==> config.mk <==
export PLATFORM = sky130hd
export DESIGN_NAME = pipe_hazard_ctrl
export DESIGN_NICKNAME = d
export VERILOG_FILES = /design/src/rtl/pipe_ctrl_pkg.sv /design/src/rtl/sat_counter.sv /design/src/rtl/pipe_hazard_ctrl.sv
export SDC_FILE = /design/constraint.sdc
export NUM_CORES = 1
export LEC_CHECK = 0
export ABC_AREA = 1
export CORE_MARGIN = 10
export CORE_UTILIZATION = 25
export DETAILED_ROUTE_END_ITERATION = 6
export PLACE_DENSITY_LB_ADDON = 0.15
export SETUP_SLACK_MARGIN = 0.3
export SYNTH_ARGS = -nofsm -noshare
export SYNTH_HDL_FRONTEND = slang
export SYNTH_SLANG_ARGS = --single-unit
==> constraint.sdc <==
create_clock -name clk -period 2.5 [get_ports clk]
set_input_delay 0.375 -clock clk [delete_from_list [all_inputs] [get_ports clk]]
set_output_delay 0.375 -clock clk [all_outputs]
set_load 0.005 [all_outputs]
==> src/rtl/pipe_ctrl_pkg.sv <==
`default_nettype none
// ============================================================================
// Module      : pipe_ctrl_pkg
// Description : Shared types and constants for the pipeline hazard controller.
// Revision    : 1.0 - initial release
// ============================================================================
package pipe_ctrl_pkg;

    // Controller operating modes: normal flow, load-use bubble window,
    // post-redirect IF/ID flush window.
    typedef enum logic [1:0] {
        RUN   = 2'd0,
        LU    = 2'd1,
        REDIR = 2'd2
    } state_t;

    // Width of the bubble/flush window down-counter (windows up to 15 cycles).
    localparam int WIN_W = 4;

    // Default datapath widths.
    localparam int PC_W_DEF  = 32;
    localparam int CNT_W_DEF = 32;

endpackage : pipe_ctrl_pkg
`default_nettype wire

==> src/rtl/sat_counter.sv <==
`default_nettype none
// ============================================================================
// Module      : sat_counter
// Description : Up-counter that sticks at all-ones instead of wrapping.
// Revision    : 1.0 - initial release
// ============================================================================
module sat_counter #(
    parameter int CNT_W = 32
) (
    input  logic             clk,
    input  logic             rst,
    input  logic             inc,
    output logic [CNT_W-1:0] count
);

    localparam logic [CNT_W-1:0] c_max = '1;

    logic [CNT_W-1:0] r_count;

    // Count on each enabled edge until the maximum value is reached.
    always_ff @(posedge clk or negedge rst) begin
        if (!rst) begin
            r_count <= '0;
        end else if (inc && (r_count != c_max)) begin
            r_count <= r_count + CNT_W'(1);
        end
    end

    assign count = r_count;

endmodule : sat_counter
`default_nettype wire

==> src/rtl/pipe_hazard_ctrl.sv <==
`default_nettype none
// ============================================================================
// Module      : pipe_hazard_ctrl
// Description : Stall/flush sequencer for the front-end pipeline. Turns
//               load-use, redirect and MEM-busy events into PC and pipeline
//               register control, with multi-cycle bubble/flush windows.
// Revision    : 1.0 - initial release
// ============================================================================
module pipe_hazard_ctrl
    import pipe_ctrl_pkg::*;
#(
    parameter int PC_W        = PC_W_DEF,
    parameter int LU_BUBBLES  = 1,
    parameter int REDIR_FLUSH = 1,
    parameter int CNT_W       = CNT_W_DEF
) (
    input  logic             clk,
    input  logic             rst,
    input  logic             ld_use_hz,
    input  logic             br_redirect,
    input  logic [PC_W-1:0]  br_target,
    input  logic             mem_busy,
    output logic             pc_we,
    output logic             pc_sel,
    output logic [PC_W-1:0]  redirect_pc,
    output logic             if_id_stall,
    output logic             if_id_flush,
    output logic             id_ex_stall,
    output logic             id_ex_flush,
    output logic             ex_mem_stall,
    output logic [CNT_W-1:0] stall_cycles,
    output logic [CNT_W-1:0] redirect_cnt
);

    // Reject window lengths the 4-bit counter cannot represent.
    if ((LU_BUBBLES < 1) || (LU_BUBBLES > 15)) begin : g_bad_lu_bubbles
        $error("LU_BUBBLES must be in 1..15");
    end
    if ((REDIR_FLUSH < 1) || (REDIR_FLUSH > 15)) begin : g_bad_redir_flush
        $error("REDIR_FLUSH must be in 1..15");
    end

    // Counter preload leaves cnt = remaining cycles after the entry cycle.
    localparam logic [WIN_W-1:0] c_lu_init    = WIN_W'(LU_BUBBLES - 1);
    localparam logic [WIN_W-1:0] c_redir_init = WIN_W'(REDIR_FLUSH - 1);

    state_t           r_state;
    logic [WIN_W-1:0] r_cnt;

    logic w_accept_redir;
    logic w_lu_start;

    assign w_accept_redir = br_redirect && !mem_busy;
    assign w_lu_start     = !mem_busy && !br_redirect && ld_use_hz && (r_state == RUN);

    // Window sequencer: freeze holds everything, redirect preempts all windows.
    always_ff @(posedge clk or negedge rst) begin
        if (!rst) begin
            r_state <= RUN;
            r_cnt   <= '0;
        end else if (mem_busy) begin
            r_state <= r_state;
            r_cnt   <= r_cnt;
        end else if (br_redirect) begin
            r_state <= (REDIR_FLUSH > 1) ? REDIR : RUN;
            r_cnt   <= c_redir_init;
        end else begin
            case (r_state)
                RUN: begin
                    if (w_lu_start && (LU_BUBBLES > 1)) begin
                        r_state <= LU;
                        r_cnt   <= c_lu_init;
                    end
                end
                LU, REDIR: begin
                    if (r_cnt <= WIN_W'(1)) begin
                        r_state <= RUN;
                        r_cnt   <= '0;
                    end else begin
                        r_cnt <= r_cnt - WIN_W'(1);
                    end
                end
                default: begin
                    r_state <= RUN;
                    r_cnt   <= '0;
                end
            endcase
        end
    end

    // Same-cycle control decode from current state and inputs.
    always_comb begin
        pc_we        = 1'b1;
        pc_sel       = 1'b0;
        redirect_pc  = '0;
        if_id_stall  = 1'b0;
        if_id_flush  = 1'b0;
        id_ex_stall  = 1'b0;
        id_ex_flush  = 1'b0;
        ex_mem_stall = 1'b0;
        if (!rst) begin
            pc_we       = 1'b0;
            if_id_flush = 1'b1;
            id_ex_flush = 1'b1;
        end else if (mem_busy) begin
            pc_we        = 1'b0;
            if_id_stall  = 1'b1;
            id_ex_stall  = 1'b1;
            ex_mem_stall = 1'b1;
        end else if (br_redirect) begin
            pc_sel      = 1'b1;
            redirect_pc = br_target;
            if_id_flush = 1'b1;
            id_ex_flush = 1'b1;
        end else begin
            case (r_state)
                RUN: begin
                    if (ld_use_hz) begin
                        pc_we       = 1'b0;
                        if_id_stall = 1'b1;
                        id_ex_flush = 1'b1;
                    end
                end
                LU: begin
                    pc_we       = 1'b0;
                    if_id_stall = 1'b1;
                    id_ex_flush = 1'b1;
                end
                REDIR: begin
                    if_id_flush = 1'b1;
                end
                default: begin
                    pc_we = 1'b1;
                end
            endcase
        end
    end

    sat_counter #(.CNT_W(CNT_W)) u_stall_cnt (
        .clk   (clk),
        .rst   (rst),
        .inc   (!pc_we),
        .count (stall_cycles)
    );

    sat_counter #(.CNT_W(CNT_W)) u_redir_cnt (
        .clk   (clk),
        .rst   (rst),
        .inc   (w_accept_redir),
        .count (redirect_cnt)
    );

endmodule : pipe_hazard_ctrl
`default_nettype wire

==> results by group, run 1 <==
Critical path
  – Worst setup SP type: primary input
  – R2r setup slk: between 0.5 and 0.6 ns
  – Crit-path cells: clkdlybuf4s50_1 -> inv_1 -> nor2_1 -> nor2_1 -> nand2_1 -> clkdlybuf4s50_1
  – Worst r2r path cells: 10
  – Largest stage delay, worst path: around 0.54 ns
  – Crit path max fanout: 2
  – Required @ worst endpoint: between 2 and 2.5 ns
  – Slowest cell on crit path: clkdlybuf4s50_1
  – Reg2Reg Launch Point: u_stall_cnt.count[0]
  – Reg2reg end: u_stall_cnt.count[19]
  – WP buf/inv: 3
  – Critical path class: in2out
  – Critical path capture point type: primary output
  – CP arrival: approximately 1.7 ns
  – Critical path's top delay family: buffers and inverters

Route
  – Metal-1 WL: between 6 and 7 mm
  – 1st-pass router iterations: 4
  – Final wirelength: 16.2 mm
  – Vias per cell: 4.21
  – DRT antenna net count: 0
  – Met2 WL: ~8.2 mm
  – Avg WL per Cell: around 14 um
  – DR top layer: met4
  – DRC Markers: 0
  – WL met3: 978 um
  – Vias: approximately 4800
  – Initial DRC Count: around 300

Logic synthesis
  – Top_reg_cell synth: dfrtp_1
  – Count of state elements after synthesis: 64
  – Post-synth top cells: nand2_1, nor2_1, inv_1
  – Sequential area share after synthesis: 0.346
  – Cell count after synthesis: ~760
  – Syn Nets: ~800
  – Synth area leader: dfrtp_1
  – Synth area leaders: dfrtp_1, nand2_1, nor2_1, inv_1, nand3_1
  – Post-synth ARST share: 1.00
  – Most instantiated library cell after synthesis: nand2_1
  – Post-synth cell types: 27
  – Share of the synthesized area in the top cell type: 0.346
  – Synthesized area per cell: 6.12 um2
  – Post-synth EDFFs: 0
  – Yosys warnings: 0
  – Netlist Area Pre-Place: roughly 4600 um2

Global routing
  – Largest net degree at the start of global routing: 65
  – GRT Util Overall: 0.136
  – Gr ovfl total: 0
  – Vias in the first global route: about 4700
  – Initial antenna violation count: 1
  – First-pass GRT wire length: roughly 26 mm

Floorplan
  – Initial Util: 0.256
  – Chip width: between 150 and 200 um
  – Core ar.: between 15000 and 20000 um2
  – Number of core rows: ~50
  – Num ports: 140
  – DIE AREA: 24300 um2
  – Die Y: around 160 um

Final layout
  – Non-Filler Instances: 1133
  – Fill cells: ~2000
  – Area Growth Syn to Fin: 40.7%
  – Area of the multi-input gates: 2560 um2
  – # nets final: roughly 940
  – Share of cells above drive strength 1: 0.0620
  – Register area: between 1500 and 2000 um2

Timing
  – Sum of negative setup slack: 0 ns
  – Clock skew: around 0.0097 ns
  – Fin. Hold Viols: 0
  – Final Cycle Share: 0.829
  – Actual slew at the worst max-slew pin: between 0.8 and 0.9 ns
  – Fin crit period: approximately 2.1 ns
  – Slew Limit Fails: 0
  – Final setup viols: 0
  – RSZ-0062 raised after global routing: false
  – Fmax: between 400 and 500 MHz
  – Worst slew margin: 0.429
  – Worst Setup Slack, final: between 0.4 and 0.5 ns

Clocking
  – Clk pin slew, worst setup/hold paths: roughly 0.060 ns
  – Clock tree buffer depth: 2
  – TritonCTS buffer count: 9
  – Worst-Skew Late Latency: 0.35 ns
  – # clock sinks: between 60 and 70
  – Htree depth: 3
  – CTS Root Cell: clkbuf_16
  – TritonCTS clock tree: done
  – Post-CTS Hold Buffers: 0

Status
  – Outcome: completed

Placement
  – Dpl hpwl: 12.7 mm
  – PortBufs: ~140
  – Setup Slack @ Placement: 0.0739 ns
  – GPL Wtd Cong: roughly 0.86
  – Placed cells: roughly 1100

Job
  – Max Cap Viol: 0

Pwr
  – Peak ir drop on the vdd network: 0.320 mV
  – Leakage: around 0.0031 uW
  – Cell Pwr Density: between 400 and 500 nW/um2
  – Total Power: 3060 uW

Worst hold path
  – Worst Hold Class: in2async
-- logic make-up after synthesis --
group | count (synthesis) | synth area share
AOI/OAI and AO/OA | 10 | 0.0108
xor gates and xnor gates | 23 | 0.0436
adders and majority gates | 2 | 0.00541
buffers and inverters | 105 | 0.100
DFF | 64 | 0.346
and+or+nand+nor | 552 | 0.494
-- per-stage QoR --
| stage | utilization | hold slack [ns] | instance area, um2 |
|---|---|---|---|
| floorplan | - | 0.0794 | 4620 |
| global placement | 0.345 | 0.526 | 6240 |
| global route | 0.360 | 0.384 | 6510 |
| CTS | 0.360 | 0.346 | 6500 |
| finish | 0.360 | 0.290 | 6510 |
| detailed placement | 0.345 | 0.523 | 6240 |
-- routing by layer --
layer,up-vias,global-route usage
met5,-,0
met4,0,0.0423
met3,20,0.0438
met2,93,0.237
met1,2102,0.155
li1,2558,-
-- cell type report --
| cell class | instances | share of cell area |
|---|---|---|
| Tap cell | 229 | 0.0440 |
| Inverter | 91 | 0.0536 |
| Clock inverter | 2 | 0.00192 |
| Sequential cell | 64 | 0.246 |
| Clock buffer | 13 | 0.0431 |
| Antenna cell | 1 | 0.000384 |
| Multi-Input combinational cell | 587 | 0.394 |
| Timing Repair Buffer | 146 | 0.217 |
-- repair_timing --
item	4_1_cts	5_1_grt
setup endpoints to repair	32	21
resized for setup	35	1
setup buffers	1	0
-- worst max path at each step --
stage,startpoint,end,slack [ns],depth (start not counted)
after floorplan,u_stall_cnt.count[0],u_stall_cnt.count[28],0.83,11
after global placement,mem_busy,redirect_pc[21],0.12,8
after detailed placement,mem_busy,redirect_pc[16],0.07,8
after CTS,br_redirect,if_id_flush,0.41,6
after global routing,br_redirect,if_id_flush,0.31,6
final,br_redirect,id_ex_flush,0.43,6
-- flip-flops by register name, indices dropped and copies added (netlist names) --
name               count
u_redir_cnt.count     32
u_stall_cnt.count     32
-- cell usage in the layout, fill, tap and decap left out, drive strengths merged, types with 7 or more instances in the layout --
cell type	n
nand3b	7
nor2	145
nand4	8
clkbuf	13
inv	91
dfrtp	64
xnor2	9
dlygate4sd2	33
xor2	14
nand2	354
clkdlybuf4s50	105
nand3	36
buf	8
o21ai	8
-- where the power goes --
part / switching, uW / total, uW / internal (uW)
sequential: 123 / 1230 / 1110
clock: 476 / 1250 / 772
combinational: 262 / 575 / 314
No activity file was read; power rests on OpenSTA's default activity.
==> run 2: changes to the inputs <==
- clock period: 2.5 -> 1.95 ns (I/O delays scaled with it)
==> results by group, run 2 (synthesis gave the netlist of run 1 again) <==
Critical path
  – Reg2reg end: u_redir_cnt.count[13]
  – Critical path class: reg2reg
  – WP buf/inv: 2
  – Largest stage delay, worst path: between 0.4 and 0.5 ns
  – Slowest cell on crit path: dfrtp_1
  – Worst setup SP type: flip-flop
  – Worst setup path startpoint: u_redir_cnt.count[0]
  – Crit-path cells: ha_2 -> inv_2 -> nor2_4 -> nand2_4 -> nor2_4 -> nand2_4 -> nand2_8 -> clkbuf_16 -> nand2_2 -> nand2_1
  – Critical path's top delay family: simple AND/OR/NAND/NOR gates
  – R2r setup slk: a little over 0.3 ns
  – Crit path max fanout: 7
  – CP arrival: ~1.9 ns
  – Critical path capture point type: flip-flop
  – Required @ worst endpoint: around 2.2 ns
  – Reg2Reg Launch Point: u_redir_cnt.count[0]
  – Worst r2r path cells: 10

Final layout
  – Core Util, Final: 0.412
  – Commonest non-fill, non-tap cell in the layout: nand2_1
  – Register area: 1650 um2
  – # nets final: slightly above 1000
  – Area of the multi-input gates: about 2800 um2
  – Area Growth Syn to Fin: 61.2%
  – Share of cells above drive strength 1: 0.268
  – Commonest cells after routing, fill and taps aside: nand2_1, nor2_1, inv_1
  – Inserted Diodes: 0
  – Fill cells: 1907

Clocking
  – TritonCTS clock tree: done
  – TritonCTS buffer count: 9
  – Worst-Skew Late Latency: about 0.34 ns
  – Clk pin slew, worst setup/hold paths: about 0.06 ns
  – CTS Root Cell: clkbuf_16
  – Clock tree buffer depth: 2
  – # clock sinks: between 60 and 70
  – Htree depth: 3
  – Post-CTS Hold Buffers: 0

Placement
  – Dpl hpwl: between 10 and 15 mm
  – GPL Wtd Cong: around 0.83
  – PortBufs: 139

Timing
  – Slew Limit Fails: 0
  – RSZ-0062 raised after global routing: true
  – Final Cycle Share: 0.842
  – Fin. Hold Viols: 0
  – Final hold slack: around 0.17 ns
  – Clock skew: roughly 0.009 ns
  – Final setup viols: 0
  – Fmax: approximately 610 MHz
  – Actual slew at the worst max-slew pin: 0.473 ns
  – Fin crit period: around 1.6 ns
  – Worst slew margin: 0.685

Global routing
  – First-pass GRT wire length: 27.2 mm
  – GRT Util Overall: 0.141
  – Vias in the first global route: approximately 5000
  – Initial antenna violation count: 0
  – Gr ovfl total: 0
  – Largest net degree at the start of global routing: 35

Route
  – Final wirelength: between 15 and 20 mm
  – Avg WL per Cell: around 15 um
  – Vias: between 5000 and 6000
  – Vias per cell: between 4 and 5
  – DRC Markers: 0
  – DRT antenna net count: 0
  – Initial DRC Count: approximately 260
  – 1st-pass router iterations: 4

Pwr
  – Peak ir drop on the vdd network: a little under 0.4 mV
  – Leakage: roughly 0.0037 uW
  – Cell Pwr Density: about 570 nW/um2

Floorplan
  – DIE AREA: approximately 24000 um2
  – Die Y: approximately 160 um
  – Core ar.: 18100 um2
  – Number of core rows: between 40 and 50
  – Num ports: 140
  – Chip width: between 150 and 200 um
  – Initial Util: 0.256

Job
  – Max Cap Viol: 0

Worst hold path
  – Worst Hold Class: in2async

Status
  – Outcome: completed
==> run 2: cell count changes in the layout (fill, tap and decap cells not counted), sizes merged <==
| cell | change |
|---|---|
| clkbuf | +19 |
| clkdlybuf4s50 | -21 |
| dlygate4sd2 | -22 |
| clkdlybuf4s15 | +3 |
| diode | -1 |
| buf | +79 |
| bufinv | +1 |
| clkinv | +3 |
| inv | +1 |
| dlymetal6s2s | +8 |
| nand2 | +1 |
==> run 2: final cells by class <==
cell class | instances | share of cell area
repair buffers | 214 | 0.267
repair inverters | 2 | 0.00302
clock inverters | 5 | 0.00755
flip-flops and latches | 64 | 0.222
clock buffers | 11 | 0.0326
well taps | 229 | 0.0384
inverters | 91 | 0.0507
multi-input cells | 588 | 0.379
==> run 2: report_power, final <==
group          total [uW]  switching [uW]  internal, uW
combinational         978             439           540
sequential           1600             165          1440
clock                1650             630          1020
==> run 2: tightest hold or removal path: stages <==
cell and delay [ns]:
buf_4 0.12, buf_4 0.12, buf_4 0.41
==> run 2: how the worst max path moves through the flow <==
stage	end	slack (ns)	cells after the start
floorplan	u_stall_cnt.count[28]	0.30	11
detailed placement	redirect_pc[9]	-0.22	8
global placement	redirect_pc[19]	-0.18	8
finish	u_redir_cnt.count[13]	0.31	10
global route	u_redir_cnt.count[28]	0.21	10
CTS	u_stall_cnt.count[14]	0.29	10
==> run 2: repair_timing <==
action | 4_1_cts | 5_1_grt
cloned | 1 | 10
gates resized for setup | 131 | 145
pin swaps | 3 | 39
endpoints found under the setup margin | 139 | 126
buffers inserted | 14 | 20
==> run 2: through the flow <==
| step | setup TNS, ns | cells | total power [uW] | area, um2 | setup slack (ns) |
|---|---|---|---|---|---|
| floorplan | 0 | 756 | 1930 | 4630 | 0.301 |
| global placement | -5.58 | 1143 | 2420 | 6470 | -0.183 |
| detailed placement | -6.28 | 1143 | 2420 | 6470 | -0.223 |
| CTS | 0 | 1174 | 4130 | 6850 | 0.287 |
| global route | 0 | 1204 | 4470 | 7460 | 0.207 |
| finish | 0 | 1204 | 4230 | 7460 | 0.309 |
==> run 2: metal layers <==
metal	vias up	GRT usage	share of wire
met5	-	0	0
met4	0	0.0445	0.018
met3	24	0.0403	0.054
met2	130	0.247	0.52
met1	2384	0.164	0.41
li1	2708	-	-
